--- src/rtl/trig_stream_gen_pkg.sv ---
// Shared types and constants for the trigger-gated ramp stream source.
package trig_stream_pkg;
    localparam int DATA_WIDTH_DEF = 16;
    localparam int SYNC_STAGES    = 2;

    typedef enum logic {
        IDLE   = 1'b0,
        STREAM = 1'b1
    } state_t;
endpackage

--- src/rtl/trig_stream_gen_if.sv ---
// AXI4-Stream sample bus (no tlast/tkeep) between the ramp source and its consumer.
interface trig_stream_gen_if
    import trig_stream_pkg::*;
#(
    parameter int DATA_WIDTH = DATA_WIDTH_DEF
);
    logic [DATA_WIDTH-1:0] tdata;
    logic                  tvalid;
    logic                  tready;

    modport master (output tdata, output tvalid, input tready);
    modport slave  (input tdata, input tvalid, output tready);
endinterface

--- src/rtl/trig_stream_gen_sync.sv ---
// Brings the asynchronous trigger level into aclk and flags its rising edge.
module trig_sync
    import trig_stream_pkg::*;
(
    input  logic aclk,
    input  logic aresetn,
    input  logic trig,
    output logic edge_pulse
);
    logic [SYNC_STAGES-1:0] sync_q;
    logic                   prev_q;

    always_ff @(posedge aclk or negedge aresetn) begin
        if (!aresetn) begin
            sync_q <= '0;
            prev_q <= 1'b0;
        end else begin
            sync_q <= {sync_q[SYNC_STAGES-2:0], trig};
            prev_q <= sync_q[SYNC_STAGES-1];
        end
    end

    // Only registered terms, so the pulse carries no path from the trig pin.
    assign edge_pulse = sync_q[SYNC_STAGES-1] & ~prev_q;
endmodule

--- src/rtl/trig_stream_gen.sv ---
// Trigger-gated ramp burst source on AXI4-Stream, plus a free-running divided clock.
//   state  | meaning
//   IDLE   | tvalid low, waiting for a synchronised trigger edge
//   STREAM | tvalid high, ramp advances one step per handshake
module trig_stream_gen
    import trig_stream_pkg::*;
#(
    parameter int DATA_WIDTH = DATA_WIDTH_DEF,
    parameter int SAMPLES    = 256,
    parameter int CLK_DIV    = 2
) (
    input  logic                      aclk,
    input  logic                      aresetn,
    input  logic                      trig,
    output logic                      clk_out1,
    output logic                      trig_out,
    trig_stream_gen_if.master         m_axis
);
    localparam logic [DATA_WIDTH-1:0] LAST_VALUE = DATA_WIDTH'(SAMPLES - 1);
    localparam int                    HALF       = CLK_DIV / 2;
    localparam int                    DIV_W      = (HALF > 1) ? $clog2(HALF) : 1;
    localparam logic [DIV_W-1:0]      DIV_RELOAD = DIV_W'(HALF - 1);

    state_t                state;
    state_t                next_state;
    logic [DATA_WIDTH-1:0] count;
    logic [DATA_WIDTH-1:0] next_count;
    logic                  next_trig_out;
    logic                  edge_pulse;
    logic [DIV_W-1:0]      div_cnt;

    trig_sync u_sync (
        .aclk       (aclk),
        .aresetn    (aresetn),
        .trig       (trig),
        .edge_pulse (edge_pulse)
    );

    always_ff @(posedge aclk or negedge aresetn) begin
        if (!aresetn) begin
            state    <= IDLE;
            count    <= '0;
            trig_out <= 1'b0;
        end else begin
            state    <= next_state;
            count    <= next_count;
            trig_out <= next_trig_out;
        end
    end

    // tvalid is high throughout STREAM, so tready alone decides the handshake.
    always_comb begin
        next_state    = state;
        next_count    = count;
        next_trig_out = 1'b0;
        case (state)
            IDLE: begin
                if (edge_pulse) begin
                    next_state    = STREAM;
                    next_count    = '0;
                    next_trig_out = 1'b1;
                end
            end
            STREAM: begin
                if (m_axis.tready) begin
                    if (count == LAST_VALUE) next_state = IDLE;
                    else                     next_count = count + DATA_WIDTH'(1);
                end
            end
            default: next_state = IDLE;
        endcase
    end

    always_comb begin
        m_axis.tvalid = (state == STREAM);
        m_axis.tdata  = count;
    end

    always_ff @(posedge aclk or negedge aresetn) begin
        if (!aresetn) begin
            div_cnt  <= DIV_RELOAD;
            clk_out1 <= 1'b0;
        end else if (div_cnt == '0) begin
            div_cnt  <= DIV_RELOAD;
            clk_out1 <= ~clk_out1;
        end else begin
            div_cnt  <= div_cnt - DIV_W'(1);
        end
    end
endmodule

--- src/flat_wrapper.sv ---
// flat-port wrapper written by rule: the top's interface ports become plain ports
module trig_stream_gen_flat import trig_stream_pkg::*;
#(
    parameter int DATA_WIDTH = DATA_WIDTH_DEF,
    parameter int SAMPLES    = 256,
    parameter int CLK_DIV    = 2
)
  (aclk, aresetn, trig, clk_out1, trig_out, m_axis_tdata, m_axis_tvalid, m_axis_tready);
  trig_stream_gen_if #(.DATA_WIDTH(DATA_WIDTH)) m_axis_i ();
  input  logic aclk;
  input  logic aresetn;
  input  logic trig;
  output logic clk_out1;
  output logic trig_out;
  output wire logic [$bits(m_axis_i.tdata)-1:0] m_axis_tdata;
  output wire logic [$bits(m_axis_i.tvalid)-1:0] m_axis_tvalid;
  input wire logic [$bits(m_axis_i.tready)-1:0] m_axis_tready;
  assign m_axis_tdata = m_axis_i.tdata;
  assign m_axis_tvalid = m_axis_i.tvalid;
  assign m_axis_i.tready = m_axis_tready;
  trig_stream_gen #(.DATA_WIDTH(DATA_WIDTH), .SAMPLES(SAMPLES), .CLK_DIV(CLK_DIV)) u_core (.aclk(aclk), .aresetn(aresetn), .trig(trig), .clk_out1(clk_out1), .trig_out(trig_out), .m_axis(m_axis_i));
endmodule
--- config.mk ---
export PLATFORM = sky130hd
export DESIGN_NAME = trig_stream_gen_flat
export DESIGN_NICKNAME = d
export VERILOG_FILES = /design/src/rtl/trig_stream_gen_pkg.sv /design/src/rtl/trig_stream_gen_if.sv /design/src/rtl/trig_stream_gen_sync.sv /design/src/rtl/trig_stream_gen.sv /design/src/flat_wrapper.sv
export SDC_FILE = /design/constraint.sdc
export NUM_CORES = 1
export LEC_CHECK = 0
export ABC_CLOCK_PERIOD_IN_PS = 2900
export CORE_UTILIZATION = 54
export CTS_CLUSTER_DIAMETER = 80
export DETAILED_ROUTE_END_ITERATION = 10
export GPL_TIMING_DRIVEN = 0
export PLACE_DENSITY = 0.88
export SYNTH_ARGS = -nofsm -noshare
export SYNTH_HDL_FRONTEND = slang
export SYNTH_SLANG_ARGS = --single-unit
--- constraint.sdc ---
create_clock -name aclk -period 2.9 [get_ports aclk]
set_input_delay 0.435 -clock aclk [delete_from_list [all_inputs] [get_ports aclk]]
set_output_delay 0.435 -clock aclk [all_outputs]
set_load 0.05 [all_outputs]
==> impl_metrics.ini, run 1 <==
[yosys]
ys_seq_area_frac = 0.464
avgSynthCellArea_um2 = 9.88
synth_warnings = 0
syn_nets = 125
ys_seq_elements = 22
ys_async_sr_fraction = 1.00
synthDistinctLibCells = 43
synth_area_um2 = 1190
ys_top_cells_by_area = dfrtp_1 46%, a31oi_1 4.2%, nand2_1 3.5%
synthCells = 120
synth_edf_count = 0
synth_top_cell_by_area = dfrtp_1
synth_ff_type = dfrtp_1
synth_top_area_frac = 0.464

[cts]
cts.clk_slew.worst_paths_ns = 0.12
ctsHoldBuffers = 0
h-tree-depth = 1
clockRootBuffer = clkbuf_4
numCtsBuffers = 3
post_cts_buffers = 0
clk_latency_ns = 0.32
cts_resized = 0
clock_sinks = 22
cts_tree = yes
clock_path_buffers = 2

[drt]
vias = 1075
drt_first_pass_iters = 4
drt-initial-drc-count = 37
wl_um = 2690
wl_per_cell_um = 15.6
drt_drc_violations_left = 0
route.antenna.remaining_nets = 0
vias_per_cell = 6.25

[run]
maxCapViolations = 0

[global_routing]
grt_pass1_wl_um = 4580
met3_usage = 0.0530
grt.busiest_layer = met2
grt_pass1_vias = 990
antenna_found_initial = 0
grt_max_degree = 23
grt_use_met2 = 0.380
use_met1 = 0.343
grt-ovfl-total = 0
grt_usage = 0.250

[floorplan]
dieArea_um2 = 2390
die_h_um = 48.9
initial_core_util = 0.587
die_w_um = 48.9
io_pins = 23
rows = 16
fp.coreArea_um2 = 2020

[worst_setup_path]
path_cells = clkdlybuf4s50_1
r2r-start = u_core.m_axis.tvalid
cp_slowest_cell = clkdlybuf4s50_1
worstPathRequired_ns = 2.47
crit_end = m_axis_tdata[6]
crit-reg2reg-capture = u_core.m_axis.tdata[8]
cp-end-kind = output port
r2r_cells = 5
critPathKind = reg2out
cp_num_cells = 1
startpoint = u_core.m_axis.tdata[6]
cp.arrival_ns = 1.66
start_kind = flip-flop
crit_family = buffers and inverters
slowest_delay_ns = 0.85
rrSetupSlack_ns = 1.00
crit_buf_inv = 1
crit_path_max_fanout = 7

[finish]
final-instance-count-excl-fill = 172
drive_above_1_share = 0.0966
layout_commonest_cell = dfrtp_1
syn2layout_area_growth_pct = 23.6
final_cell_mix = 22 x dfrtp_1, 21 x clkdlybuf4s50_1, 11 x nand2_1, 10 x nor2_1, 8 x a31oi_1
final_nets = 151
antennaDiodeCount = 0

[placed_design]
dp_cells = 168
portBuffers = 21
hpwlAfterDp_um = 1940
gp_congestion = 0.857

[worst_hold_path]
whs_path_depth = 0
hold_class = reg2reg

[timing]
fin_setup_tns_ns = 0
finClkSkew_ns = 0.00352
max_clock_freq_ghz = 0.478
setup_viol = 0
relSlewSlack = 0.391
post-route-period-util = 0.721
rsz0062_at_grt = false
timing.final.hold_violations = 0
slew_violations = 0
timing.final.crit_period_ns = 2.09
worst_slew_pin_slew_ns = 0.911

[power_and_ir_drop]
power_density_nw_per_um2 = 584
p_leak_uw = 0.000647
peakVddDrop_mv = 0.464

[outcome]
status = finished clean
[worst min path at each step]
stage,slack (ns),end,start
6_report,0.39,u_core.u_sync.sync_q[1],u_core.u_sync.sync_q[0]
5_1_grt,0.41,u_core.u_sync.sync_q[1],u_core.u_sync.sync_q[0]
4_1_cts,0.40,u_core.u_sync.sync_q[1],u_core.u_sync.sync_q[0]
3_5_place_dp,0.35,u_core.u_sync.sync_q[1],u_core.u_sync.sync_q[0]
3_3_place_gp,0.34,u_core.u_sync.sync_q[1],u_core.u_sync.sync_q[0]
2_1_floorplan,0.14,u_core.clk_out1,aresetn
[state kept, by name (all words and copies together), names as in the netlist]
register and count:
u_core.m_axis.tdata 16, u_core.u_sync.sync_q 2, u_core.clk_out1 1, u_core.m_axis.tvalid 1, u_core.trig_out 1, u_core.u_sync.prev_q 1
[power breakdown]
part	leakage, µW	internal [µW]	switching (µW)
sequential	0.000261	341	49.2
clock	0.0000210	76.9	96.0
combinational	0.000365	102	191
[cells by family after synthesis]
group / count (synthesis) / share of synthesized area
compound gates: 30 / 0.201
xor+xnor: 3 / 0.0222
fa+ha+maj: 1 / 0.0105
buf+inv: 7 / 0.0243
flops: 22 / 0.464
mux: 1 / 0.00844
simple gates: 56 / 0.269
[per-layer routing]
metal / vias to the layer above / wire [µm]
met2: 56 / 1240
met3: 9 / 202
met1: 505 / 1190
li1: 505 / -
met5: - / 0
met4: 0 / 61
[final cells by class]
cell class,instances,area (µm²)
Multi-Input combinational cell,91,607
Fill cell,153,556
Sequential cell,22,551
Timing Repair Buffer,21,210
Clock buffer,4,36.3
Tap cell,27,33.8
Buffer,5,21.3
Inverter,2,7.51
[stage by stage]
step	power [µW]	hold WS (ns)	cell area [µm²]	worst slack [ns]	utilization
floorplan	587	0.139	1190	0.923	-
finish	856	0.388	1470	0.808	0.725
global route	893	0.409	1470	0.753	0.725
global placement	680	0.343	1430	1.02	0.707
detailed placement	689	0.354	1430	0.985	0.707
CTS	856	0.395	1470	0.824	0.725
[Yosys cell counts, drive strengths merged, types with 2 or more instances]
library cell	number
a211o	3
a21oi	2
a221o	2
a22o	2
a31oi	8
and3	5
buf	2
clkbuf	3
dfrtp	22
inv	2
nand2	11
nand2b	3
nand3	7
nand4	4
nor2	10
nor2b	2
nor3	3
nor3b	2
o21ai	4
o2bb2ai	2
or2	2
xor2	2
Note: power is estimated with default switching activity, not from simulation.
==> run 2, diff against run 1 <==
--- a/config.mk
+++ b/config.mk
@@ -5,12 +5,13 @@
 export SDC_FILE = /design/constraint.sdc
 export NUM_CORES = 1
 export LEC_CHECK = 0
-export ABC_CLOCK_PERIOD_IN_PS = 2900
-export CORE_UTILIZATION = 54
+export ABC_CLOCK_PERIOD_IN_PS = 1700
+export CORE_ASPECT_RATIO = 1.75
+export CORE_UTILIZATION = 45
 export CTS_CLUSTER_DIAMETER = 80
 export DETAILED_ROUTE_END_ITERATION = 10
 export GPL_TIMING_DRIVEN = 0
-export PLACE_DENSITY = 0.88
+export PLACE_DENSITY = 0.79
 export SYNTH_ARGS = -nofsm -noshare
 export SYNTH_HDL_FRONTEND = slang
 export SYNTH_SLANG_ARGS = --single-unit
==> constraint.sdc (replaced) <==
create_clock -name aclk -period 1.7 [get_ports aclk]
set_input_delay 0.255 -clock aclk [delete_from_list [all_inputs] [get_ports aclk]]
set_output_delay 0.255 -clock aclk [all_outputs]
set_load 0.05 [all_outputs]
==> impl_metrics.ini, run 2 (synthesis results as in run 1) <==
[outcome]
status = finished with violations
failed_checks = setup timing

[timing]
post-route-period-util = 1.02
timing.final.hold_violations = 0
setup_viol = 6
slew_violations = 0
worst_slew_pin_slew_ns = 0.993
finClkSkew_ns = 0.00877
final.setup.worst_slack_ns = -0.0348
timing.final.crit_period_ns = 1.73
relSlewSlack = 0.336
max_clock_freq_ghz = 0.576
rsz0062_at_grt = true

[placed_design]
hpwlAfterDp_um = 2010
gp_congestion = 0.886
portBuffers = 21
post-place-ws_ns = -0.0686

[floorplan]
fp.coreArea_um2 = 2490
initial_core_util = 0.476
die_h_um = 69.9
io_pins = 23
die_w_um = 40.8
rows = 24
dieArea_um2 = 2850

[cts]
clockRootBuffer = clkbuf_8
ctsHoldBuffers = 0
clk_latency_ns = 0.27
clock_sinks = 22
cts.clk_slew.worst_paths_ns = 0.08
h-tree-depth = 1
numCtsBuffers = 3
clock_path_buffers = 2
cts_tree = yes

[worst_setup_path]
worstPathRequired_ns = 1.90
r2r_cells = 4
start_kind = flip-flop
startpoint = u_core.m_axis.tdata[14]
cp-end-kind = flip-flop
r2r-start = u_core.m_axis.tdata[14]
critPathKind = reg2reg
crit_path_max_fanout = 8
cp.arrival_ns = 1.94

[global_routing]
grt_pass1_vias = 1029
grt_max_degree = 23
grt_pass1_wl_um = 4750
grt-ovfl-total = 0
antenna_found_initial = 0
grt_usage = 0.236

[power_and_ir_drop]
total_power_uw = 1490
p_leak_uw = 0.000760
peakVddDrop_mv = 0.609
power_density_nw_per_um2 = 944

[finish]
final_cell_mix = 15 x dlygate4sd2_1, 13 x dfrtp_1, 11 x nand2_1, 10 x nor2_1, 9 x dfrtp_2
final_nets = 154
layout_commonest_cell = dlygate4sd2_1
n_fill_cell = 213
antennaDiodeCount = 0
drive_above_1_share = 0.230
syn2layout_area_growth_pct = 32.8
multi_input_area_um2 = 683
largest_reg_flops = 16
ff_latch_area_um2 = 562

[drt]
route.antenna.remaining_nets = 0
wl_um = 3030
drt_drc_violations_left = 0
vias = 1107
wl_per_cell_um = 17.4
drt_first_pass_iters = 4
drt-initial-drc-count = 44
vias_per_cell = 6.36

[worst_hold_path]
hold_class = reg2reg
whs_path_depth = 0
worstHoldStart = u_core.u_sync.sync_q[0]

[run]
maxCapViolations = 0
==> run 2: what timing repair did <==
item	4_1_cts	5_1_grt
pin swaps	8	12
endpoints found under the setup margin	31	19
buffers inserted	3	1
gates resized for setup	18	12
==> run 2: final timing paths <==
kind                                           end  slack [ns]
hold reg to reg            u_core.u_sync.sync_q[1]        0.36
setup reg to reg           u_core.m_axis.tdata[13]       -0.03
hold / removal             u_core.u_sync.sync_q[1]        0.36
min in group asynchronous   u_core.m_axis.tdata[0]        0.53
max in group asynchronous     u_core.m_axis.tvalid        0.50
setup / recovery           u_core.m_axis.tdata[13]       -0.03
==> run 2: power by group <==
part	total, µW	internal, µW	switching, µW
combinational	451	140	312
sequential	699	593	105
clock	338	167	170
==> run 2: layer usage <==
layer	global-route usage	wire length (µm)
met5	0	0
met3	0.0222	122
met2	0.373	1560
met4	0.141	96
met1	0.286	1250
==> run 2: final cells by class <==
class                      count  area share
inverter                       2     0.00477
clock buffer                   4      0.0286
buffer                         4      0.0119
sequential                    22       0.357
multi-input combinational     91       0.434
timing repair buffer          25       0.144
tap                           26      0.0207
==> run 2: stage by stage <==
step	instances	setup TNS [ns]	cell area (µm²)	hold WS (ns)	utilization
2_1_floorplan	120	-0.611	1220	-0.0406	-
3_3_place_gp	167	-0.506	1460	0.338	0.586
3_5_place_dp	167	-0.511	1460	0.353	0.586
4_1_cts	174	-0.393	1520	0.369	0.609
5_1_grt	174	-0.686	1580	0.376	0.632
6_report	174	-0.166	1580	0.364	0.632
==> run 2: worst max-delay path: stages (launching register included) <==
cell and delay [ns]:
dfrtp_2 0.43, or4_4 0.52, nand4b_4 0.22, o21ai_4 0.29, a221o_1 0.21
